==> config.mk <==
export PLATFORM = sky130hd
export DESIGN_NAME = seq_detect_moore
export DESIGN_NICKNAME = d
export VERILOG_FILES = /design/src/rtl/seq_detect_moore.sv
export SDC_FILE = /design/constraint.sdc
export NUM_CORES = 1
export LEC_CHECK = 0
export CORE_ASPECT_RATIO = 0.6
export CORE_UTILIZATION = 45
export DETAILED_ROUTE_END_ITERATION = 10
export PLACE_DENSITY = 0.71
export SYNTH_ARGS = -nofsm -noshare
export SYNTH_HDL_FRONTEND = slang
export SYNTH_SLANG_ARGS = --single-unit
==> constraint.sdc <==
create_clock -name clk -period 2.1 [get_ports clk]
set_input_delay 0.63 -clock clk [delete_from_list [all_inputs] [get_ports clk]]
set_output_delay 0.63 -clock clk [all_outputs]
set_load 0.03 [all_outputs]
==> src/rtl/seq_detect_moore.sv <==
// Moore serial pattern detector with a runtime-programmable pattern, overlap mode,
// an input valid qualifier and a saturating match counter.
module seq_detect_moore #(
  parameter int               PAT_W   = 4,
  parameter int               CNT_W   = 8,
  parameter logic [PAT_W-1:0] PAT_RST = PAT_W'(4'b1011),
  localparam int              PW      = $clog2(PAT_W + 1)
) (
  input  logic             clk,
  input  logic             rst,
  input  logic             cfg_we,
  input  logic [PAT_W-1:0] cfg_pattern,
  input  logic             cfg_overlap,
  input  logic             cnt_clr,
  input  logic             in_valid,
  input  logic             data_in,
  output logic             detect,
  output logic [PW-1:0]    progress,
  output logic [CNT_W-1:0] match_count
);

  localparam logic [PW-1:0] P_FULL = PW'(PAT_W);

  logic [PW-1:0]    p_q, p_next;
  logic [PAT_W-2:0] hist_q, hist_next;
  logic [PAT_W-1:0] pat_q;
  logic             overlap_q;
  logic [CNT_W-1:0] cnt_q, cnt_next;

  logic [PAT_W-1:0] window;
  int               limit;
  int               best;

  always_comb begin
    // NOTE: every output of this block gets a default first, so no path leaves it unassigned (no latches).
    p_next    = p_q;
    hist_next = hist_q;
    cnt_next  = cnt_q;
    window    = {hist_q, data_in};
    best      = 0;
    limit     = 0;

    if (cfg_we) begin
      p_next    = '0;
      hist_next = '0;
    end else if (in_valid) begin
      // After a full match in non-overlapping mode only the new bit may start a match.
      if (p_q == P_FULL && !overlap_q) limit = 1;
      else if (int'(p_q) + 1 > PAT_W) limit = PAT_W;
      else                             limit = int'(p_q) + 1;

      // Longest suffix of the accepted stream that is also a pattern prefix.
      for (int k = 1; k <= PAT_W; k++) begin
        if (k <= limit &&
            (window & ({PAT_W{1'b1}} >> (PAT_W - k))) == (pat_q >> (PAT_W - k)))
          best = k;
      end
      p_next    = PW'(best);
      hist_next = window[PAT_W-2:0];
      if (best == PAT_W && cnt_q != '1) cnt_next = cnt_q + 1'b1;
    end

    if (cnt_clr) cnt_next = '0;
  end

  // NOTE: sequential state uses non-blocking assignments so every register samples pre-edge values.
  always_ff @(posedge clk or posedge rst) begin
    if (rst) begin
      p_q       <= '0;
      hist_q    <= '0;
      pat_q     <= PAT_RST;
      overlap_q <= 1'b1;
      cnt_q     <= '0;
    end else begin
      p_q    <= p_next;
      hist_q <= hist_next;
      cnt_q  <= cnt_next;
      if (cfg_we) begin
        pat_q     <= cfg_pattern;
        overlap_q <= cfg_overlap;
      end
    end
  end

  assign detect      = (p_q == P_FULL);
  assign progress    = p_q;
  assign match_count = cnt_q;

endmodule

==> impl_metrics.toml, run 1 <==
[synthesis]
synth_xor_area_frac = 0.0797
synth_mux_area_frac = 0.0902
synth_edf_count = 0
syn_inst = 118
ys_warn_count = 0
syn-num-nets = 132
yosysSeqAreaShare = 0.403
synthTopCellsByCount = "15 x dfrtp_1, 9 x a21oi_1, 7 x nor2_1"
ys_types = 38
post-synth-top-area-cell = "dfrtp_1"
ys_seq_elements = 19
netlist.area_leader.share = 0.315
netlist_area_um2 = 1190
avgSynthCellArea_um2 = 10.1
synth-compound-area-share = 0.131
synth.most_common_cell = "dfrtp_1"
synth_flop_cell = "dfrtp_1"
synthTopCellsByArea = "dfrtp_1 31%, dfstp_2 8.8%, mux2_2 5.7%"
yosys.area_share.simple = 0.208
synthArstFlopShare = 1.00
synthAdderAreaFrac = 0.0315
synth_top_family_by_area = "simple AND/OR/NAND/NOR gates"

[hold_path]
min_from = "hist_q[2]"
hp-class = "register to register"

[sta]
finClkSkew_ps = 3.38
achievable-frequency_mhz = 483
relSlewSlack = 0.740
hold_violations = 0
rsz0062_at_grt = "no"
setup_viol = 0
slew_viol_final = 0
tns_ps = 0
worstMarginPinSlew_ps = 391
period_needed_ps = 2070
period_share = 0.986
hold_slack_ps = 564

[setup_path]
cp.arrival_ps = 1440
cp_cell_sequence = "clkdlybuf4s50_1"
cpPeakStageDelay_ps = 710
crit_buf_inv = 1
critPathTopFamily = "buffers and inverters"
critPathKind = "register to output port"
startpoint_type = "register"
crit_required_ps = 1470
timing.rr.start = "progress[0]"
startpoint = "match_count[0]"
cp_slowest_cell = "clkdlybuf4s50_1"
cp-end-kind = "output port"
critPathMaxFanout = 7

[routing]
antenna_left = 0
via_per_inst = 5.69
routedWlPerCell_um = 15.9
vias = 1035
drt-total-wl_mm = 2.90
drt_iter0_markers = 59
drc_errors = 0
first_pass_iters = 4

[grt]
antenna_found_initial = 0
track_usage = 0.231
grt_pass1_wl_mm = 4.84
grt_max_degree = 20
grt_overflow = 0
grt_pass1_vias = 1016

[layout]
drive_gt1_frac = 0.273
syn_to_final_growth_pct = 34.0
finalNetCount = 165
instances_no_fill = 182
diodes = 0

[run]
cap_violations = 0

[pwr]
p_leak_nw = 0.639
ir_worst_vdd_mv = 0.307
p_per_area_nw_per_um2 = 516

[die]
io_pins = 23
start_util = 0.476
rows = 14
die_h_um = 41.9
die_x_um = 68.5
core_area_um2 = 2500
dieArea_um2 = 2870

[clock_tree]
clkTransAtPathRegs_ps = 70
clock-root-buffer = "clkbuf_8"
cts_tree = "yes"
htree_levels = 1
cts_buffer_depth = 2
clk-insertion-delay-late_ps = 260
cts.sink_count = 19
cts_buffers = 3

[place]
placedCellCount = 174
finalWeightedCongestion = 0.834
port_buffers = 22
hpwlAfterDp_mm = 2.01

[outcome]
status = "finished clean"
## area by class of cell
type	count	area [µm²]
Clock buffer	4	45.0
Fill cell	219	907
Inverter	5	18.8
Multi-Input combinational cell	87	697
Sequential cell	19	480
Tap cell	32	40.0
Timing Repair Buffer	35	317
## path summary, 6_finish.rpt
path	endpoint	slack (ps)	cells past startpoint
max	match_count[0]	30	1
min	hist_q[2]	560	2
max reg2reg	match_count[6]	90	6
min reg2reg	hist_q[2]	560	2
max in group asynchronous	pat_q[1]	1150	3
min in group asynchronous	hist_q[2]	680	3
## metal layers
| metal | GRT usage | share of wire | up-vias |
|---|---|---|---|
| met5 | 0 | 0 | - |
| met4 | 0.0792 | 0.010 | 0 |
| met3 | 0.0742 | 0.059 | 4 |
| met2 | 0.316 | 0.45 | 42 |
| met1 | 0.338 | 0.48 | 492 |
| li1 | - | - | 497 |
## cell usage in the layout (no fill, tap or decap), drive strengths merged, types with 2 or more instances in the layout
cell and n:
nand4 5, inv 5, or4 6, and4 2, dfrtp 15, nand2b 3
mux2 6, nor2b 2, o21ai 4, dfstp 4, mux2i 4, nand3 5
a21oi 9, nor3 3, o31ai 5, clkbuf 4, nand2 4, buf 14
xor2 7, clkdlybuf4s50 19, ha 3, nor2 7, xnor2 3
## cells by family after synthesis
kind of cell,count (synthesis)
buf+inv,13
simple gates,40
flops,19
mux,10
fa+ha+maj,3
compound gates,23
xor+xnor,10
## registers in the layout, indices dropped and copies added (netlist names)
signal	cells
match_count	8
pat_q	4
hist_q	3
progress	3
overlap_q	1
## power breakdown
part           switching (mW)  internal [mW]  total [mW]
logic                  0.0782         0.0799       0.158
registers              0.0177          0.386       0.404
clock network           0.127          0.135       0.262
## per-stage QoR
step                      area [µm²]  utilization  power (mW)  setup slack [ps]
after detailed placement        1480        0.589       0.565              -432
after global placement          1480        0.589       0.559              -330
after CTS                       1570        0.627       0.836              19.4
after global routing            1600        0.638       0.864              2.45
after floorplan                 1190            -       0.507              57.1
final                           1600        0.638       0.824              29.9
## timing repair
| item | 4_1_cts | 5_1_grt |
|---|---|---|
| gates resized for setup | 5 | 6 |
| setup endpoints to repair | 5 | 6 |
| gates cloned | 1 | 0 |
| pin swaps | 3 | 2 |
| buffers inserted | 2 | 1 |
| hold buffers | 0 | 0 |
Note: power is estimated with default switching activity, not from simulation.
==> run 2, diff against run 1 <==
CORE_MARGIN = 10   (was default)
GPL_TIMING_DRIVEN = 0   (was default)
==> impl_metrics.toml, run 2 (synthesis gave the netlist of run 1 again) <==
[outcome]
status = "finished clean"

[place]
port_buffers = 19
place_ws_ps = -219
hpwlAfterDp_mm = 2.18
placedCellCount = 169
finalWeightedCongestion = 0.905

[clock_tree]
clk-insertion-delay-late_ps = 260
htree_levels = 1
cts_buffer_depth = 2
cts-hold-fix-buffers = 0
clkTransAtPathRegs_ps = 80
cts_tree = "yes"
clock-root-buffer = "clkbuf_8"
cts.sink_count = 19
cts_buffers = 3

[routing]
via_per_inst = 5.61
routedWlPerCell_um = 16.6
drt_iter0_markers = 73
antenna_left = 0
drt-total-wl_mm = 2.89
first_pass_iters = 4
vias = 977
drc_errors = 0

[sta]
setup_viol = 0
period_needed_ps = 2050
achievable-frequency_mhz = 488
slew_viol_final = 0
hold_slack_ps = 573
rsz0062_at_grt = "no"
finClkSkew_ps = 11.0
setup_ws_ps = 52.3
worstMarginPinSlew_ps = 743
hold_violations = 0
relSlewSlack = 0.504
period_share = 0.975

[layout]
mostFrequentLayoutCells = "15 x clkdlybuf4s50_1, 14 x dfrtp_1, 9 x a21oi_1, 7 x nor2_1"
finalNetCount = 157
finish.utilization = 0.592
syn_to_final_growth_pct = 25.2
final_common_cell = "clkdlybuf4s50_1"
diodes = 0
instances_no_fill = 174
largest_reg_flops = 8
drive_gt1_frac = 0.204

[setup_path]
cpPeakStageDelay_ps = 710
cp.arrival_ps = 1420
startpoint = "match_count[1]"
crit_buf_inv = 1
cp-end-kind = "output port"
critPathTopFamily = "buffers and inverters"
startpoint_type = "register"
reg2reg_slack_ps = 120
timing.rr.start = "progress[1]"
cp_slowest_cell = "clkdlybuf4s50_1"
cp_cell_sequence = "clkdlybuf4s50_1"
critPathMaxFanout = 6
crit_required_ps = 1470
critPathKind = "register to output port"

[die]
io_pins = 23
start_util = 0.473
die_x_um = 86.5
die_h_um = 59.9
rows = 14
dieArea_um2 = 5180
core_area_um2 = 2520

[grt]
grt_overflow = 0
grt_pass1_vias = 1002
antenna_found_initial = 0
grt_max_degree = 20
track_usage = 0.118
grt_pass1_wl_mm = 4.91

[pwr]
ir_worst_vdd_mv = 0.328
power.total_mw = 0.816
p_per_area_nw_per_um2 = 547
p_leak_nw = 0.636

[hold_path]
hp-class = "register to register"
min_from = "hist_q[2]"

[run]
cap_violations = 0
## run 2: per-layer routing
layer / GRT usage / part of all wire / vias to the layer above
li1: - / - / 479
met4: 0.0253 / 0.0038 / 0
met5: 0 / 0 / -
met2: 0.171 / 0.44 / 36
met1: 0.163 / 0.48 / 460
met3: 0.0421 / 0.071 / 2
## run 2: path summary, 6_finish.rpt
| kind | endpoint | cells after the start |
|---|---|---|
| hold / removal | hist_q[2] | 2 |
| max in group asynchronous | progress[0] | 2 |
| hold reg to reg | hist_q[2] | 2 |
| setup / recovery | match_count[1] | 1 |
| setup reg to reg | match_count[2] | 8 |
| min in group asynchronous | pat_q[2] | 2 |
## run 2: stage by stage
| step | area (µm²) | TNS (ps) |
|---|---|---|
| floorplan | 1190 | 0 |
| global placement | 1420 | -345 |
| detailed placement | 1420 | -578 |
| CTS | 1470 | 0 |
| global route | 1490 | 0 |
| finish | 1490 | 0 |
## run 2: area by class of cell
type | count | area (µm²)
fill | 222 | 1030
multi-input combinational | 86 | 653
sequential | 19 | 482
timing repair buffer | 20 | 200
buffer | 8 | 50.0
clock buffer | 3 | 41.3
tap | 32 | 40.0
inverter | 5 | 18.8
clock inverter | 1 | 7.51
## run 2: repair_timing
action,in CTS,in global routing
hold endpoints to repair,0,0
setup endpoints to repair,1,11
resized for setup,3,8
cloned,0,0
buffers inserted,0,1
## run 2: power breakdown
group	total [mW]	switching [mW]	internal (mW)
registers	0.401	0.0144	0.386
logic	0.149	0.0807	0.0683
clock network	0.266	0.132	0.134
==> run 3, diff against run 2 <==
RECOVER_POWER = 25   (was default)
==> impl_metrics.toml, run 3 (synthesis gave the netlist of run 1 again) <==
[sta]
period_needed_ps = 2050
worstMarginPinSlew_ps = 743
achievable-frequency_mhz = 488
setup_viol = 0
hold_violations = 0
setup_ws_ps = 52.3
slew_viol_final = 0
finClkSkew_ps = 11.0
period_share = 0.975
relSlewSlack = 0.504
rsz0062_at_grt = "no"

[setup_path]
cp.arrival_ps = 1420
crit_buf_inv = 1
critPathKind = "register to output port"
cpPeakStageDelay_ps = 710
critPathMaxFanout = 6
reg2reg_slack_ps = 120
r2r-end = "match_count[2]"
cp_cell_sequence = "clkdlybuf4s50_1"
cp-end-kind = "output port"
startpoint_type = "register"
critPathTopFamily = "buffers and inverters"
worstRegToRegCells = 8
cp_slowest_cell = "clkdlybuf4s50_1"
crit_required_ps = 1470
timing.rr.start = "progress[1]"

[run]
cap_violations = 0

[pwr]
power.total_mw = 0.816
ir_worst_vdd_mv = 0.328
p_leak_nw = 0.636
p_per_area_nw_per_um2 = 546

[die]
die_x_um = 86.5
io_pins = 23
dieArea_um2 = 5180
core_area_um2 = 2520
start_util = 0.473
die_h_um = 59.9
rows = 14

[layout]
finish.utilization = 0.592
instances_no_fill = 174
finalNetCount = 157
largest_reg_flops = 8
syn_to_final_growth_pct = 25.2
drive_gt1_frac = 0.204
fin_area_um2 = 1490
mostFrequentLayoutCells = "14 x dfrtp_1, 14 x clkdlybuf4s50_1, 9 x a21oi_1, 7 x nor2_1"
diodes = 0

[place]
place_area_um2 = 1420
port_buffers = 19
hpwlAfterDp_mm = 2.18
finalWeightedCongestion = 0.905
placedCellCount = 169
place_ws_ps = -219

[clock_tree]
cts_buffers = 3
cts-hold-fix-buffers = 0
cts_tree = "yes"
clk-insertion-delay-late_ps = 260
cts_buffer_depth = 2
clock-root-buffer = "clkbuf_8"
htree_levels = 1
clkTransAtPathRegs_ps = 80
cts.sink_count = 19

[routing]
via_per_inst = 5.61
vias = 977
first_pass_iters = 4
drt_iter0_markers = 73
antenna_left = 0
drt-total-wl_mm = 2.89
routedWlPerCell_um = 16.6
drc_errors = 0

[hold_path]
whs_path_depth = 2
holdPathEnd = "hist_q[2]"
min_from = "hist_q[2]"
hp-class = "register to register"

[grt]
track_usage = 0.118
grt_overflow = 0
grt_pass1_wl_mm = 4.91
grt_pass1_vias = 1002
grt_max_degree = 20
antenna_found_initial = 0

[outcome]
status = "finished clean"
==> run 3: cell types whose count changed in the layout (fill, tap and decap cells not counted) <==
cell and change:
clkdlybuf4s50_1 -1, dlygate4sd3_1 +1
==> run 3: worst register-to-register path: cells and delay by family (launching register included) <==
kind,cells,cell delay [ps]
buffers and inverters,2,250
adder cells (fa/ha/maj),1,210
AND/OR/NAND/NOR,3,700
flip-flops,1,400
AO/OA/AOI/OAI,2,370
==> run 3: metrics by stage <==
step           TNS [ps]  hold slack [ps]
6_report              0              573
5_1_grt               0              618
4_1_cts               0              574
3_5_place_dp       -578              553
3_3_place_gp       -345              526
2_1_floorplan         0              506
==> run 3: worst max-delay path by stage <==
stage / startpoint / to / cells past startpoint
after floorplan: progress[0] / match_count[2] / 8
after global placement: cfg_we / match_count[2] / 5
after detailed placement: cfg_we / match_count[2] / 5
after CTS: progress[2] / progress[2] / 1
after global routing: progress[1] / progress[0] / 6
final: match_count[1] / match_count[1] / 1
==> run 3: cell type report <==
class,instances,area (µm²)
fillers,222,1030
flip-flops and latches,19,482
clock inverters,1,7.51
well taps,32,40.0
repair buffers,20,200
multi-input cells,86,653
clock buffers,3,41.3
inverters,5,18.8
plain buffers,8,50.0
==> run 3: power breakdown <==
| group | internal [mW] | switching [mW] |
|---|---|---|
| logic | 0.0679 | 0.0807 |
| registers | 0.386 | 0.0144 |
| clock network | 0.134 | 0.132 |
| total | 0.588 | 0.227 |
==> run 3: repair_timing <==
item | 4_1_cts | 5_1_grt
resized for setup | 3 | 8
setup buffers | 0 | 1
endpoints found under the setup margin | 1 | 11
==> run 3: metal layers <==
metal  part of all wire  vias to the layer above  global-route usage
li1                   -                      479                   -
met1               0.48                      460               0.163
met2               0.44                       36               0.171
met3              0.071                        2              0.0421
met4             0.0038                        0              0.0253
met5                  0                        -                   0
